<file path="src/rtl/one_bit_processor_param.sv">
// one_bit_processor_param: parametrised single-bit processor.
// The program is shifted in serially on in_reg[0] while en is high.
// It executes one instruction per clock once en falls.
// Optional build macro OBP_INPUT_SYNC_EN places a 2-flop synchroniser on
// in_reg. The synchroniser covers both program loading and operand reads.
module one_bit_processor_param #(
  parameter int IN_REGS   = 2,
  parameter int OUT_REGS  = 7,
  parameter int INT_REGS  = 8,
  parameter int INSTR_MEM = 16
) (
  input  logic                         clk,
  input  logic                         reset,
  input  logic                         en,
  input  logic [IN_REGS-1:0]           in_reg,
  output logic [OUT_REGS-1:0]          out_reg,
  output logic                         running,
  output logic [$clog2(INSTR_MEM)-1:0] pc
);

  localparam int SEL_N   = IN_REGS + OUT_REGS + INT_REGS + 2;
  localparam int SEL_W   = $clog2(SEL_N);
  localparam int PC_W    = $clog2(INSTR_MEM);
  localparam int DST_W   = (SEL_W > PC_W) ? SEL_W : PC_W;
  localparam int INSTR_W = 3 + 2 * SEL_W + DST_W;
  localparam int LEN_W   = PC_W + 1;
  localparam int BIT_W   = $clog2(INSTR_W);
  localparam int ALL_N   = 1 << SEL_W;
  localparam int OUT_LO  = 2 + IN_REGS;
  localparam int INT_LO  = OUT_LO + OUT_REGS;
  localparam int CMP_W   = (DST_W > LEN_W) ? DST_W : LEN_W;

  logic [IN_REGS-1:0]   in_s;
  logic                 en_q;
  logic [INSTR_W-2:0]   shift_q, shift_d;
  logic [BIT_W-1:0]     bitcnt_q, bitcnt_d, bit_base;
  logic [PC_W-1:0]      load_ptr_q, ptr_d, ptr_base;
  logic [LEN_W-1:0]     prog_len_q, len_d, len_base;
  logic [PC_W-1:0]      pc_q, pc_d, pc_inc;
  logic                 run_q, run_d;
  logic [OUT_REGS-1:0]  out_q, out_d;
  logic [INT_REGS-1:0]  int_q, int_d;
  logic                 mem_we;
  logic [INSTR_W-1:0]   mem_q [INSTR_MEM];

  logic [ALL_N-1:0]     all_bits;
  logic [INSTR_W-1:0]   instr;
  logic [2:0]           op;
  logic [SEL_W-1:0]     src_a, src_b;
  logic [DST_W-1:0]     dst;
  logic                 a_bit, b_bit, res, wr, take;

`ifdef OBP_INPUT_SYNC_EN
  logic [IN_REGS-1:0] sync1_q, sync2_q;

  // Two-stage synchroniser for the asynchronous pad inputs
  always_ff @(posedge clk or negedge reset) begin
    if (!reset) begin
      sync1_q <= '0;
      sync2_q <= '0;
    end else begin
      sync1_q <= in_reg;
      sync2_q <= sync1_q;
    end
  end
  assign in_s = sync2_q;
`else
  assign in_s = in_reg;
`endif

  assign out_reg = out_q;
  assign running = run_q;
  assign pc      = pc_q;

  // Flatten the select space into one bit vector: consts, inputs, outputs, internals
  always_comb begin
    all_bits                   = '0;
    all_bits[1]                = 1'b1;
    all_bits[OUT_LO-1:2]       = in_s;
    all_bits[INT_LO-1:OUT_LO]  = out_q;
    all_bits[SEL_N-1:INT_LO]   = int_q;
  end

  // Instruction decode and ALU for the word at the current pc
  always_comb begin
    instr = mem_q[pc_q];
    op    = instr[INSTR_W-1 -: 3];
    src_a = instr[INSTR_W-4 -: SEL_W];
    src_b = instr[DST_W +: SEL_W];
    dst   = instr[DST_W-1:0];
    a_bit = all_bits[src_a];
    b_bit = all_bits[src_b];
    res   = 1'b0;
    wr    = 1'b0;
    take  = 1'b0;
    case (op)
      3'b001:  begin res = a_bit & b_bit; wr = 1'b1; end
      3'b010:  begin res = a_bit | b_bit; wr = 1'b1; end
      3'b011:  begin res = a_bit ^ b_bit; wr = 1'b1; end
      3'b100:  begin res = ~a_bit;        wr = 1'b1; end
      3'b101:  begin res = a_bit;         wr = 1'b1; end
      3'b110:  take = ~a_bit;
      3'b111:  take = a_bit;
      default: ;
    endcase
  end

  // Next-state logic for loading, run start/stop and execution
  always_comb begin
    // The first load cycle after en rises restarts the load from scratch
    bit_base = (en && !en_q) ? '0 : bitcnt_q;
    ptr_base = (en && !en_q) ? '0 : load_ptr_q;
    len_base = (en && !en_q) ? '0 : prog_len_q;
    pc_inc   = ({1'b0, pc_q} == prog_len_q - LEN_W'(1)) ? '0 : pc_q + PC_W'(1);

    shift_d  = shift_q;
    bitcnt_d = bitcnt_q;
    ptr_d    = load_ptr_q;
    len_d    = prog_len_q;
    pc_d     = pc_q;
    run_d    = run_q;
    out_d    = out_q;
    int_d    = int_q;
    mem_we   = 1'b0;

    if (en) begin
      run_d   = 1'b0;
      pc_d    = '0;
      shift_d = {shift_q[INSTR_W-3:0], in_s[0]};
      ptr_d   = ptr_base;
      len_d   = len_base;
      if (bit_base == BIT_W'(INSTR_W - 1)) begin
        mem_we   = 1'b1;
        bitcnt_d = '0;
        ptr_d    = (ptr_base == PC_W'(INSTR_MEM - 1)) ? '0 : ptr_base + PC_W'(1);
        len_d    = (len_base == LEN_W'(INSTR_MEM)) ? len_base : len_base + LEN_W'(1);
      end else begin
        bitcnt_d = bit_base + BIT_W'(1);
      end
    end else if (en_q) begin
      // en just fell: drop any partial word, start from address 0 next cycle
      bitcnt_d = '0;
      pc_d     = '0;
      run_d    = (prog_len_q != '0);
    end else if (run_q) begin
      if (take) begin
        pc_d = (CMP_W'(dst) < CMP_W'(prog_len_q)) ? dst[PC_W-1:0] : '0;
      end else begin
        pc_d = pc_inc;
      end
      for (int k = 0; k < OUT_REGS; k++) begin
        if (wr && dst == DST_W'(OUT_LO + k)) out_d[k] = res;
      end
      for (int k = 0; k < INT_REGS; k++) begin
        if (wr && dst == DST_W'(INT_LO + k)) int_d[k] = res;
      end
    end
  end

  // Control, program-counter and bit-register state
  always_ff @(posedge clk or negedge reset) begin
    if (!reset) begin
      en_q       <= 1'b0;
      shift_q    <= '0;
      bitcnt_q   <= '0;
      load_ptr_q <= '0;
      prog_len_q <= '0;
      pc_q       <= '0;
      run_q      <= 1'b0;
      out_q      <= '0;
      int_q      <= '0;
    end else begin
      en_q       <= en;
      shift_q    <= shift_d;
      bitcnt_q   <= bitcnt_d;
      load_ptr_q <= ptr_d;
      prog_len_q <= len_d;
      pc_q       <= pc_d;
      run_q      <= run_d;
      out_q      <= out_d;
      int_q      <= int_d;
    end
  end

  // Instruction memory: a completed word is written at the load pointer
  always_ff @(posedge clk or negedge reset) begin
    if (!reset) begin
      for (int i = 0; i < INSTR_MEM; i++) mem_q[i] <= '0;
    end else if (mem_we) begin
      mem_q[ptr_base] <= {shift_q, in_s[0]};
    end
  end

endmodule

</file>
<file path="config.mk">
export PLATFORM = sky130hd
export DESIGN_NAME = one_bit_processor_param
export DESIGN_NICKNAME = d
export VERILOG_FILES = /design/src/rtl/one_bit_processor_param.sv
export SDC_FILE = /design/constraint.sdc
export NUM_CORES = 1
export LEC_CHECK = 0
export BUFFER_PORTS_ARGS = -buffer_cell sky130_fd_sc_hd__buf_2
export CORE_MARGIN = 10
export CORE_UTILIZATION = 55
export CTS_BUF_LIST = sky130_fd_sc_hd__clkbuf_16
export DETAILED_ROUTE_END_ITERATION = 6
export PLACE_DENSITY = 0.71
export RECOVER_POWER = 100
export SYNTH_ARGS = -nofsm -noshare
export SYNTH_HDL_FRONTEND = slang
export SYNTH_SLANG_ARGS = --single-unit
</file>
<file path="constraint.sdc">
create_clock -name clk -period 6.2 [get_ports clk]
set_input_delay 1.24 -clock clk [delete_from_list [all_inputs] [get_ports clk]]
set_output_delay 1.24 -clock clk [all_outputs]
set_load 0.02 [all_outputs]
</file>
* Word level (Yosys, flattened, before mapping)
Cells that the tools add are included.
** Word-level totals
- Flip-flop bits (word level) :: 340
- Bits of input ports :: 5
- Output and inout port bits :: 12
- Word-level logic and storage cells :: 153
** Cells by class
- Add/sub/neg operators :: 5
- Order comparisons :: 6
- Reduce and logical (&&, ||, !) cells :: 37
- Multiplexer cells :: 33
- Equal/unequal tests :: 26
- Bitwise logic cells :: 8
** Operators with widths (count)
- 288-bit bitwise mux :: 1
- 18-bit binary-select mux with 4-bit select :: 1
- 18-bit demux with 4-bit select :: 1
- 4-bit AND reduction :: 15
- 18-bit two-way mux :: 3
- 5-bit by 4-bit equality test with 1-bit output (second input constant) :: 8
- 4-bit two-way mux :: 9
- 5-bit two-way mux :: 7
- 5-bit equality test (second input constant) :: 5
- 5-bit by 3-bit equality test with 1-bit output (second input constant) :: 4
- 1-bit logical AND :: 17
- 3-bit equality test (second input constant) :: 4
- 5-bit by 6-bit < comparator with 1-bit output (second input constant) :: 2
- 5-bit by 1-bit adder with 5-bit output (second input constant) :: 2
- 1-bit binary-select mux with 5-bit select :: 2
- 5-bit greater-or-equal comparator (second input constant) :: 2
- 4-bit inverter with 5-bit output :: 2
- 4-bit by 1-bit adder with 4-bit output (second input constant) :: 2
- 1-bit two-way mux :: 7
- 3-bit by 2-bit equality test with 1-bit output (second input constant) :: 2
- 4-bit by 5-bit equality test with 1-bit output :: 1
- 5-bit by 1-bit < comparator with 1-bit output (second input constant) :: 1
- 5-bit < comparator :: 1
- 1-bit one-hot mux with 5 select lines :: 1
- other kinds (13) :: 15

* Depth between registers and ports, before layout
Gate-level depths: netlist of the first run.
- Depth after elaboration :: 12
- Gate-level depth with buffers :: 18

* Worst setup path before layout of the first run
No wires, ideal clock.
- Kind :: register to register
- From :: reg pc_q[0] (netlist: pc[0])
- To :: reg out_q[0] (netlist: out_reg[0])
- Setup time :: 0.125 ns
- Setup slack :: 1.651 ns
- Period minus slack after synthesis :: 4.549 ns
- Cell stages (with the launch flop) :: 17
- Path buffers :: 8
- Data arrival time :: 4.424 ns
- Path through :: dfrtp_1 > buf_6 > buf_12 > buf_12 > buf_6 > buf_6 > buf_2 > buf_2 > mux4_2 > mux4_2 > mux4_2 > mux2_4 > ha_1 > o211ai_1 > o211ai_2 > buf_6 > mux2_2
** Between the ends
- Longest elaborated chain between the ends :: 9
** Ends and longest elaborated chain
- start: declaration :: line 39 : logic [PC_W-1:0] pc_q, pc_d, pc_inc;
- start signal: assignment :: line 178 : pc_q <= pc_d;
- 4-bit inverter with 5-bit output (implied by the code) * :: line 86 : instr = mem_q[pc_q];
- 18-bit binary-select mux with 4-bit select * :: line 86
- 18-bit two-way mux (implied by the code) * (2 in series) :: line 86
- parallel branches: the longest is 5 deep, another holds 1-bit binary-select mux with 5-bit select
- end signal: assignment :: line 180 : out_q <= out_d;
- end: declaration :: line 41 : logic [OUT_REGS-1:0] out_q, out_d;
Mark *: on every way between the ends. The select of a mux whose other input is x is not followed.
A chain may end at the register's enable or synchronous reset.

* Final worst setup path of the first run
- From :: in en
- To :: reg mem_q[91] (netlist bit)
** Between the ends
- Longest elaborated chain between the ends :: 8
** Ends and longest elaborated chain
- start: declaration :: line 14 : input logic en,
- 1-bit logical AND :: line 111, 112
- 4-bit two-way mux :: line 112 : ptr_base = (en && !en_q) ? '0 : load_ptr_q;
- 4-bit inverter with 5-bit output (implied by the code) :: line 190 : mem_q[ptr_base] <= {shift_q, in_s[0]};
- 5-bit greater-or-equal comparator (implied by the code) or 5-bit by 1-bit < comparator with 1-bit output (tied branches) :: line 190
- 1-bit logical AND (implied by the code) :: line 190
- 18-bit two-way mux (implied by the code) :: line 190
- 18-bit demux with 4-bit select :: line 190
- 288-bit bitwise mux :: line 190
- end signal: indexed assignment :: line 190
- end: declaration :: line 44 : logic [INSTR_W-1:0] mem_q [INSTR_MEM];
Parallel ways exist; a longest one is shown, timed or not.

==> results.md, run 1 <==
* Clock Root Buffer: sky130_fd_sc_hd__clkbuf_16
* Clock buffer count from CTS at 37
* Distinct cell type count after synthesis at just over 60
* Count of vias placed by the detailed router at between 9000 and 10000
* Clk sinks at 340
* Number of hold buffers added after cts at 0
* Share of the synthesized area in compound gates (AO/OA/AOI/OAI) at 0.0337
* Reg clk slew, reported paths at 0.06 ns
* Accumulated negative setup slack at 0 ns
* Failing checks: max-capacitance violations, max-slew violations
* Routed Antenna Nets at 0
* Leakage at 8.33 nW
* Total setup buffers inserted after CTS at 0
* Drt first-iter violations at between 700 and 800
* Overall fraction of global-route tracks in use at 0.207
* Clock Latency Late Sink at 0.52 ns
* Timing-limited maximum frequency at 186 MHz
* Post-Synthesis Cells at 1100
* # rows at 62
* Netlist Area Pre-Place at around 16000 um2
* Final Hold Viols at 0
* Number of cells after detailed placement at around 1500
* Detail-routed net length per standard cell at 24.5 um
* Adder and majority cell fraction of the synthesized area at 0.0131
* Worst Setup Start Kind: input pin
* I/O pin count at 17
* Antenna violations before repair at 0
* Number of max-slew violations in the final report at about 400
* Seq cells post-synth at 340
* Register ranked first by flip-flop count: mem_q
* Least-Margin Pin Slew at 3.02 ns
* IR Drop Worst-Case VDD at roughly 0.22 mV
* Post-route minimum period at 5.38 ns
* Final period utilization at 0.867
* Power density of the placed cells at 262 nW/um2
* Most common flop cell mapped by yosys: sky130_fd_sc_hd__dfrtp_1
* Endpoint kind of the worst setup timing path: flop
* Share of cell area taken by muxes after synthesis at 0.356
* Synth Area per Inst at approximately 15 um2
* Classification of the worst setup path: in -> reg
* Seq/Total Area, Yosys at 0.522
* Clock tree from TritonCTS: done
* Status: finished with violations
* Hold depth at 1
* Input/output buffers at 16
* Worst-case clock buffer depth at 3
* Warnings from Yosys at 0
* Final HPWL from detailed placement at ~23 mm
* Relative slew slack at -1.02
* HP Class: reg -> reg
* Largest family of logic cells by synthesized area: multiplexers
* Number of nets produced by synthesis at 1122
* Area of the die at 36900 um2
* CP Max Fanout at 33
* Finished Layout Cells at 1518
* Detail-routed via count per cell at ~6.3
* Share of cells above drive strength 1 at 0.422
* Diode insertion count for antenna repair at 0
* Layout overhead on the synthesized area at 9.14%
* Via count of the first global-routing pass at roughly 10000
* Largest incremental delay on the critical path at 1.08 ns
* Top Registers: mem_q: 288 flops, shift_q: 17 flops, int_q: 8 flops
* Proportion of netlist area held by the largest area contributor at 0.522
* Most area-hungry cell type in the Yosys netlist: sky130_fd_sc_hd__dfrtp_1
* Xor/xnor share of the synthesized area at 0.00538
* Height of the die at 192 um
* Final setup vio count at 0
* Cells on worst reg2reg path at 14
* Top post-synthesis cells by area: sky130_fd_sc_hd__dfrtp_1 52%, sky130_fd_sc_hd__mux2_2 23%, sky130_fd_sc_hd__mux4_2 10%
* RSZ-0062 raised after global routing: no
* Drt first pass iters at 5
* Critical-path cell with the highest stage delay: sky130_fd_sc_hd__clkbuf_1
* Crit path cell chain: buf_2, nand2_1, nand2_1, ha_1, and4_1, and2_0, nand2_1, nor2_1, clkbuf_1, mux2_2
* DRC viols at 0
* First-pass GRT wire length at 59.2 mm
* Routed WL at ~37 mm
* Final layout net count at 1135
* Max reg flops at 288
* Maximum Capacitance Violations at 11
* Data arrival time of the critical path at about 5.8 ns
* Most frequent cell on the critical path: sky130_fd_sc_hd__nand2_1
* Share of synthesized flip-flops with an asynchronous set or reset at 1.00
* Total of fill cells in the finished design at ~2200
* Placer's final routability congestion estimate at 0.817
* Initial cell density of the core at 0.563
* Total number of H-tree levels at 2
* Post-cts sizing count at 0
* Clk_skew at 0.0143 ns
* Horizontal die dimension at 192 um
* Post-synthesis simple-gate area fraction at 0.0433
* Count of flip-flops with a built-in enable after synthesis at 0
* Grt total ovfl at 0
* Largest net degree at the start of global routing at 121
* Data required time of the critical path at 6.59 ns
* Placeable core region at 28900 um2
[power by group]
part / switching (W) / total, W / internal [W]
sequential: 0.000226 / 0.00249 / 0.00226
combinational: 0.0000821 / 0.000151 / 0.0000686
clock: 0.000854 / 0.00202 / 0.00117
[final timing paths]
path	startpoint	to	slack, ns
min in group asynchronous	reset	mem_q[94]$_DFFE_PN0P_	1.67
setup / recovery	en	mem_q[91]$_DFFE_PN0P_	0.82
setup reg to reg	pc[0]$_DFFE_PN0P_	int_q[6]$_DFFE_PN0P_	1.06
max in group asynchronous	reset	mem_q[244]$_DFFE_PN0P_	1.48
hold reg to reg	mem_q[268]$_DFFE_PN0P_	mem_q[268]$_DFFE_PN0P_	0.50
hold / removal	mem_q[268]$_DFFE_PN0P_	mem_q[268]$_DFFE_PN0P_	0.50
[Yosys cell counts, drive strengths merged (2+ instances only)]
cell type,instances
dfrtp,340
nand4,5
xor2,5
o31ai,5
nor3,11
nand2,53
o21a,3
ha,17
mux4,88
nand3,17
nand2b,4
nor2,31
mux2,327
nand3b,3
inv,20
nor4,2
buf,40
a41oi,3
mux2i,6
a32o,3
o21ai,16
clkbuf,31
a211oi,2
o21bai,2
o311ai,3
a2111o,2
a21oi,8
nor2b,10
a22oi,2
a31oi,4
and2,5
o211ai,2
and4,4
xnor2,5
a21o,3
o22ai,3
[layout by cell type, fill, tap and decap left out, types with 6 or more instances in the layout]
| cell type | Yosys | layout |
|---|---|---|
| sky130_fd_sc_hd__nor2_1 | 31 | 24 |
| sky130_fd_sc_hd__nand2_1 | 53 | 53 |
| sky130_fd_sc_hd__inv_1 | 19 | 28 |
| sky130_fd_sc_hd__mux2_2 | 326 | 326 |
| sky130_fd_sc_hd__mux4_1 | 16 | 16 |
| sky130_fd_sc_hd__buf_4 | 0 | 8 |
| sky130_fd_sc_hd__dfrtp_1 | 340 | 338 |
| sky130_fd_sc_hd__ha_1 | 17 | 17 |
| sky130_fd_sc_hd__mux2i_1 | 5 | 6 |
| sky130_fd_sc_hd__nor2_2 | 0 | 7 |
| sky130_fd_sc_hd__clkinv_1 | 0 | 7 |
| sky130_fd_sc_hd__buf_2 | 10 | 6 |
| sky130_fd_sc_hd__clkbuf_16 | 0 | 39 |
| sky130_fd_sc_hd__o21ai_0 | 16 | 16 |
| sky130_fd_sc_hd__nor3_1 | 11 | 11 |
| sky130_fd_sc_hd__nor2b_1 | 10 | 10 |
| sky130_fd_sc_hd__nand3_1 | 17 | 17 |
| sky130_fd_sc_hd__mux4_2 | 72 | 72 |
| sky130_fd_sc_hd__a21oi_1 | 8 | 8 |
| sky130_fd_sc_hd__clkbuf_1 | 31 | 25 |
[per-layer routing]
layer / up-vias / share of wire / global-route usage
li1: 4140 / - / -
met1: 5086 / 0.45 / 0.296
met2: 262 / 0.47 / 0.322
met3: 46 / 0.063 / 0.0399
met4: 0 / 0.017 / 0.0486
met5: - / 0 / 0
[logic make-up after synthesis]
family / Yosys count
adders and majority gates: 17
DFF: 340
xor gates and xnor gates: 10
muxes: 421
and+or+nand+nor: 149
buffers and inverters: 91
AOI/OAI and AO/OA: 72
[cell type report]
cell class | instances | area, um2 | area share
sequential | 340 | 8520 | 0.479
multi-input combinational | 669 | 7350 | 0.414
clock buffer | 39 | 976 | 0.0549
tap | 384 | 480 | 0.0270
timing repair buffer | 45 | 259 | 0.0146
clock inverter | 21 | 114 | 0.00641
inverter | 20 | 75.1 | 0.00422
[critical path, delay by kind of cell]
kind	cells	cell delay, ns
multiplexers	1	0.43
AND/OR/NAND/NOR	6	2.23
buffers and inverters	2	1.66
adder cells (fa/ha/maj)	1	0.18
[per-stage QoR]
step / util / area (um2) / power [W] / setup WS (ns) / hold WS, ns
floorplan: - / 16300 / 0.00255 / 1.65 / 0.460
global placement: 0.581 / 16800 / 0.00268 / 1.37 / 0.481
detailed placement: 0.581 / 16800 / 0.00268 / 1.24 / 0.487
CTS: 0.618 / 17900 / 0.00470 / 1.33 / 0.497
global route: 0.614 / 17800 / 0.00484 / 0.531 / 0.505
finish: 0.614 / 17800 / 0.00466 / 0.822 / 0.497
Power figures use the tool's default switching activity.
==> inputs of run 2 (changes only) <==
CORE_MARGIN = default   (was 10)
==> results.md, run 2 (synthesis results as in run 1) <==
* Critical-path cell with the highest stage delay: sky130_fd_sc_hd__clkbuf_1
* Crit path cell chain: buf_2, nand2_1, nand2_1, ha_1, and4_1, and2_0, nand2_1, nor2_1, clkbuf_1, mux2_2
* Total of fill cells in the finished design at 2174
* Largest net degree at the start of global routing at 142
* Critical path destination: mem_q[199]$_DFFE_PN0P_
* HP Class: reg -> reg
* Critical path origin: en
* Top library cells by usage in the layout, fill and taps aside: 338 x sky130_fd_sc_hd__dfrtp_1, 323 x sky130_fd_sc_hd__mux2_2, 72 x sky130_fd_sc_hd__mux4_2
* Clk sinks at 340
* Leakage at approximately 8.3 nW
* Timing-limited maximum frequency at 188 MHz
* Max reg flops at 288
* Final layout net count at 1131
* Diode insertion count for antenna repair at 0
* Startpoint of the worst hold path: mem_q[192]$_DFFE_PN0P_
* Least-Margin Pin Slew at 3.20 ns
* Clk_skew at 0.0179 ns
* Grt total ovfl at 0
* Reg clk slew, reported paths at 0.05 ns
* Post-cts sizing count at 0
* Relative slew slack at -1.14
* Top Registers: mem_q: 288 flops, shift_q: 17 flops, int_q: 8 flops
* Endpoint kind of the worst setup timing path: flop
* RR Endpoint: out_reg[0]$_DFFE_PN0P_
* Overall fraction of global-route tracks in use at 0.258
* R2r startpoint: pc[0]$_DFFE_PN0P_
* Register ranked first by flip-flop count: mem_q
* Power density of the placed cells at roughly 260 nW/um2
* Placer's final routability congestion estimate at 0.839
* Initial cell density of the core at 0.563
* CP Max Fanout at 33
* Final HPWL from detailed placement at ~23 mm
* Largest incremental delay on the critical path at 0.96 ns
* Status: finished with violations
* Clock buffer count from CTS at 37
* Worst Setup Start Kind: input pin
* FF-to-FF setup slack at 1.05 ns
* Horizontal die dimension at 174 um
* Worst-case clock buffer depth at 3
* Total setup buffers inserted after CTS at 0
* DRC viols at 0
* Number of max-slew violations in the final report at roughly 200
* Layout Utilization at 0.611
* Placeable core region at slightly below 30000 um2
* Most frequent cell on the critical path: sky130_fd_sc_hd__nand2_1
* Most frequent standard cell in the layout excluding fill and tap cells: sky130_fd_sc_hd__dfrtp_1
* Routed WL at 36.8 mm
* Via count of the first global-routing pass at approximately 10000
* # rows at 62
* I/O pin count at 17
* Clock tree from TritonCTS: done
* Detail-routed via count per cell at roughly 6.3
* RSZ-0062 raised after global routing: no
* Routed Antenna Nets at 0
* Drt first-iter violations at 724
* Layout overhead on the synthesized area at 8.54%
* Classification of the worst setup path: in -> reg
* Drt first pass iters at 5
* Failing checks: max-capacitance violations, max-slew violations
* Data arrival time of the critical path at 5.72 ns
* Antenna violations before repair at 0
* Share of cells above drive strength 1 at 0.415
* Total power after layout at 0.00460 W
* Number of hold buffers added after cts at 0
* Cells on worst reg2reg path at 13
* Maximum Capacitance Violations at 6
* Data required time of the critical path at 6.60 ns
* Clock Latency Late Sink at 0.52 ns
* Final setup vio count at 0
* Clock Root Buffer: sky130_fd_sc_hd__clkbuf_16
* Total number of H-tree levels at 2
* Height of the die at 174 um
* Final Hold Viols at 0
* IR Drop Worst-Case VDD at 0.173 mV
* Accumulated negative setup slack at 0 ns
* Input/output buffers at 16
* Area of the die at 30300 um2
* First-pass GRT wire length at 60.0 mm
* Count of vias placed by the detailed router at 9549
* Final period utilization at 0.859
* Smallest hold slack at 0.498 ns
* Detail-routed net length per standard cell at roughly 24 um
* Post-route minimum period at about 5.3 ns
==> run 2: changes by cell type in the layout (fill, tap and decap cells not counted), moves of 2 or more <==
cell	before	now
sky130_fd_sc_hd__buf_4	8	5
sky130_fd_sc_hd__clkbuf_16	39	37
sky130_fd_sc_hd__clkinv_2	3	5
sky130_fd_sc_hd__mux2_1	0	3
sky130_fd_sc_hd__mux2_2	326	323
sky130_fd_sc_hd__nor2_1	24	28
sky130_fd_sc_hd__nor2_2	7	3
==> run 2: area by class of cell <==
cell class,count,area (um2),share of cell area
repair buffers,41,215,0.0122
well taps,384,480,0.0272
inverters,20,75.1,0.00425
clock inverters,24,119,0.00672
flip-flops and latches,340,8520,0.482
clock buffers,37,926,0.0524
multi-input cells,669,7340,0.416
==> run 2: power by group <==
| group | internal [W] | switching, W |
|---|---|---|
| clock network | 0.00108 | 0.000861 |
| registers | 0.00226 | 0.000237 |
| logic | 0.0000693 | 0.0000839 |
| total | 0.00342 | 0.00118 |
==> run 2: critical path, delay by kind of cell <==
kind          cells  cell delay, ns
fa+ha+maj         1            0.17
simple gates      6            2.31
mux               1            0.43
buf+inv           2            1.52
==> run 2: how the worst min path moves through the flow <==
stage / endpoint / slack [ns] / cells past startpoint
after global placement: mem_q[286]$_DFFE_PN0P_ / 0.48 / 1
after global routing: mem_q[192]$_DFFE_PN0P_ / 0.51 / 1
after floorplan: bitcnt_q[4]$_DFFE_PN0N_ / 0.46 / 1
after detailed placement: mem_q[192]$_DFFE_PN0P_ / 0.49 / 1
final: mem_q[192]$_DFFE_PN0P_ / 0.50 / 1
after CTS: mem_q[192]$_DFFE_PN0P_ / 0.50 / 1
==> run 2: routing by layer <==
| metal | up-vias | wire length (um) | GRT usage |
|---|---|---|---|
| li1 | 4142 | - | - |
| met1 | 5158 | 17000 | 0.379 |
| met2 | 194 | 17500 | 0.410 |
| met3 | 55 | 1520 | 0.0313 |
| met4 | 0 | 825 | 0.0716 |
| met5 | - | 0 | 0 |
==> run 2: through the flow <==
step | instance area, um2 | setup WS (ns) | instances
detailed placement | 16800 | 1.14 | 1454
global placement | 16800 | 1.25 | 1454
CTS | 17800 | 1.41 | 1515
finish | 17700 | 0.876 | 1515
global route | 17700 | 0.635 | 1515
floorplan | 16300 | 1.65 | 1100
==> inputs of run 3 (changes only) <==
CORE_UTILIZATION = 63   (was 55)
PLACE_DENSITY = 0.89   (was 0.71)
==> results.md, run 3 (synthesis results as in run 1) <==
* Most frequent cell on the critical path: sky130_fd_sc_hd__nand2_1
* Overall fraction of global-route tracks in use at 0.299
* Clock Latency Late Sink at roughly 0.52 ns
* I/O pin count at 17
* First-pass GRT wire length at 59.6 mm
* Largest net degree at the start of global routing at about 150
* Final Hold Viols at 0
* Height of the die at ~160 um
* Total number of H-tree levels at 2
* Critical-path cell with the highest stage delay: sky130_fd_sc_hd__dfrtp_1
* Final HPWL from detailed placement at between 20 and 25 mm
* Relative slew slack at -1.04
* Reg clk slew, reported paths at 0.06 ns
* Data arrival time of the critical path at 5.79 ns
* Clock tree from TritonCTS: done
* Count of vias placed by the detailed router at 9901
* Clk sinks at 340
* Status: finished with violations
* Final layout net count at between 1000 and 1500
* Most frequent standard cell in the layout excluding fill and tap cells: sky130_fd_sc_hd__dfrtp_1
* Number of hold buffers added after cts at 0
* Maximum Capacitance Violations at 6
* Least-Margin Pin Slew at 3.06 ns
* Endpoint kind of the worst setup timing path: flop
* Classification of the worst setup path: reg -> reg
* Post-route minimum period at 5.39 ns
* Via count of the first global-routing pass at 10320
* Grt total ovfl at 0
* Final setup vio count at 0
* Antenna violations before repair at 2
* Total setup buffers inserted after CTS at 0
* Input/output buffers at 16
* Placer's final routability congestion estimate at 0.840
* Placeable core region at 25300 um2
* Summed area of non-filler cells in the final layout at around 18000 um2
* Power density of the placed cells at 259 nW/um2
* Pre-CTS worst setup slack at roughly 1.1 ns
* Top library cells by usage in the layout, fill and taps aside: 339 x sky130_fd_sc_hd__dfrtp_1, 323 x sky130_fd_sc_hd__mux2_2, 72 x sky130_fd_sc_hd__mux4_2
* Number of cells after detailed placement at ~1400
* Total power after layout at 0.00457 W
* Timing-limited maximum frequency at between 150 and 200 MHz
* Crit path cell chain: buf_4, nand2_1, o21ai_0, o22ai_2, a2111o_1, a221o_1, a21o_1, nand2_1, inv_1, ha_1, o211ai_1, o211ai_2, mux2_2
* Area of the die at approximately 26000 um2
* Routed Antenna Nets at 0
* Leakage at about 8.3 nW
* Worst-case clock buffer depth at 3
* Routed WL at 37.5 mm
* Top Registers: mem_q: 288 flops, shift_q: 17 flops, int_q: 8 flops
* Number of max-slew violations in the final report at 226
* Initial cell density of the core at 0.645
* Largest incremental delay on the critical path at 1.37 ns
* CP Max Fanout at 31
* Register ranked first by flip-flop count: mem_q
* Smallest setup slack after layout at 0.815 ns
* Horizontal die dimension at 163 um
* Drt first-iter violations at 835
* Clock buffer count from CTS at 35
* Share of cells above drive strength 1 at 0.415
* Layout overhead on the synthesized area at 8.16%
* Post-cts sizing count at 0
* Worst Setup Start Kind: flop
* DRC viols at 0
* IR Drop Worst-Case VDD at ~0.18 mV
* Placed inst area at roughly 17000 um2
* Detail-routed via count per cell at around 6.7
* RSZ-0062 raised after global routing: no
* Failing checks: max-capacitance violations, max-slew violations
* Final period utilization at 0.869
* HP Class: reg -> reg
* Finished Layout Cells at 1468
* # rows at 58
* Detail-routed net length per standard cell at 25.6 um
* Clock Root Buffer: sky130_fd_sc_hd__clkbuf_16
* Max reg flops at about 290
* Clk_skew at 0.0202 ns
* Drt first pass iters at 7
* Accumulated negative setup slack at 0 ns
* Data required time of the critical path at 6.60 ns
[run 3: cell count changes in the layout (fill, tap and decap cells not counted), sizes merged]
cell,before,now
buf,13,16
clkinv,12,14
clkinvlp,0,2
diode,0,2
clkbuf,65,64
inv,32,31
[run 3: per-layer routing]
layer  track usage  up-vias  part of all wire
met4         0.120        0             0.037
met3        0.0573       99             0.066
met5             0        -                 0
li1              -     4133                 -
met1         0.411     5300              0.41
met2         0.473      369              0.49
[run 3: area by class of cell]
| cell class | count | area [um2] |
|---|---|---|
| flip-flops and latches | 340 | 8510 |
| fillers | 1557 | 7640 |
| multi-input cells | 669 | 7350 |
| clock buffers | 36 | 901 |
| well taps | 330 | 413 |
| repair buffers | 44 | 224 |
| clock inverters | 27 | 131 |
| inverters | 20 | 75.1 |
| diodes | 2 | 5.00 |
[run 3: critical path: cells and delay by family, from the launching register on]
family / cells / cell delay, ns
adder cells (fa/ha/maj): 1 / 0.28
flip-flops: 1 / 1.37
AO/OA/AOI/OAI: 7 / 2.42
AND/OR/NAND/NOR: 2 / 0.27
multiplexers: 1 / 0.37
buffers and inverters: 2 / 0.51
[run 3: final timing paths]
| check | startpoint | end | slack (ns) | cells after the start |
|---|---|---|---|---|
| max reg2reg | pc[1]$_DFFE_PN0P_ | int_q[0]$_DFFE_PN0P_ | 0.81 | 13 |
| min reg2reg | mem_q[53]$_DFFE_PN0P_ | mem_q[53]$_DFFE_PN0P_ | 0.49 | 1 |
| min | mem_q[53]$_DFFE_PN0P_ | mem_q[53]$_DFFE_PN0P_ | 0.49 | 1 |
| max in group asynchronous | reset | mem_q[73]$_DFFE_PN0P_ | 1.90 | 2 |
| min in group asynchronous | reset | mem_q[111]$_DFFE_PN0P_ | 1.68 | 1 |
| max | pc[1]$_DFFE_PN0P_ | int_q[0]$_DFFE_PN0P_ | 0.81 | 13 |
[run 3: power by group]
group	internal [W]	leakage, nW	switching, W
combinational	0.0000692	3.06	0.0000863
sequential	0.00226	4.71	0.000239
clock	0.00105	0.538	0.000858
[run 3: metrics by stage]
stage / utilization / hold WS [ns]
floorplan: - / 0.460
global placement: 0.661 / 0.481
detailed placement: 0.661 / 0.487
CTS: 0.702 / 0.496
global route: 0.697 / 0.518
finish: 0.697 / 0.495
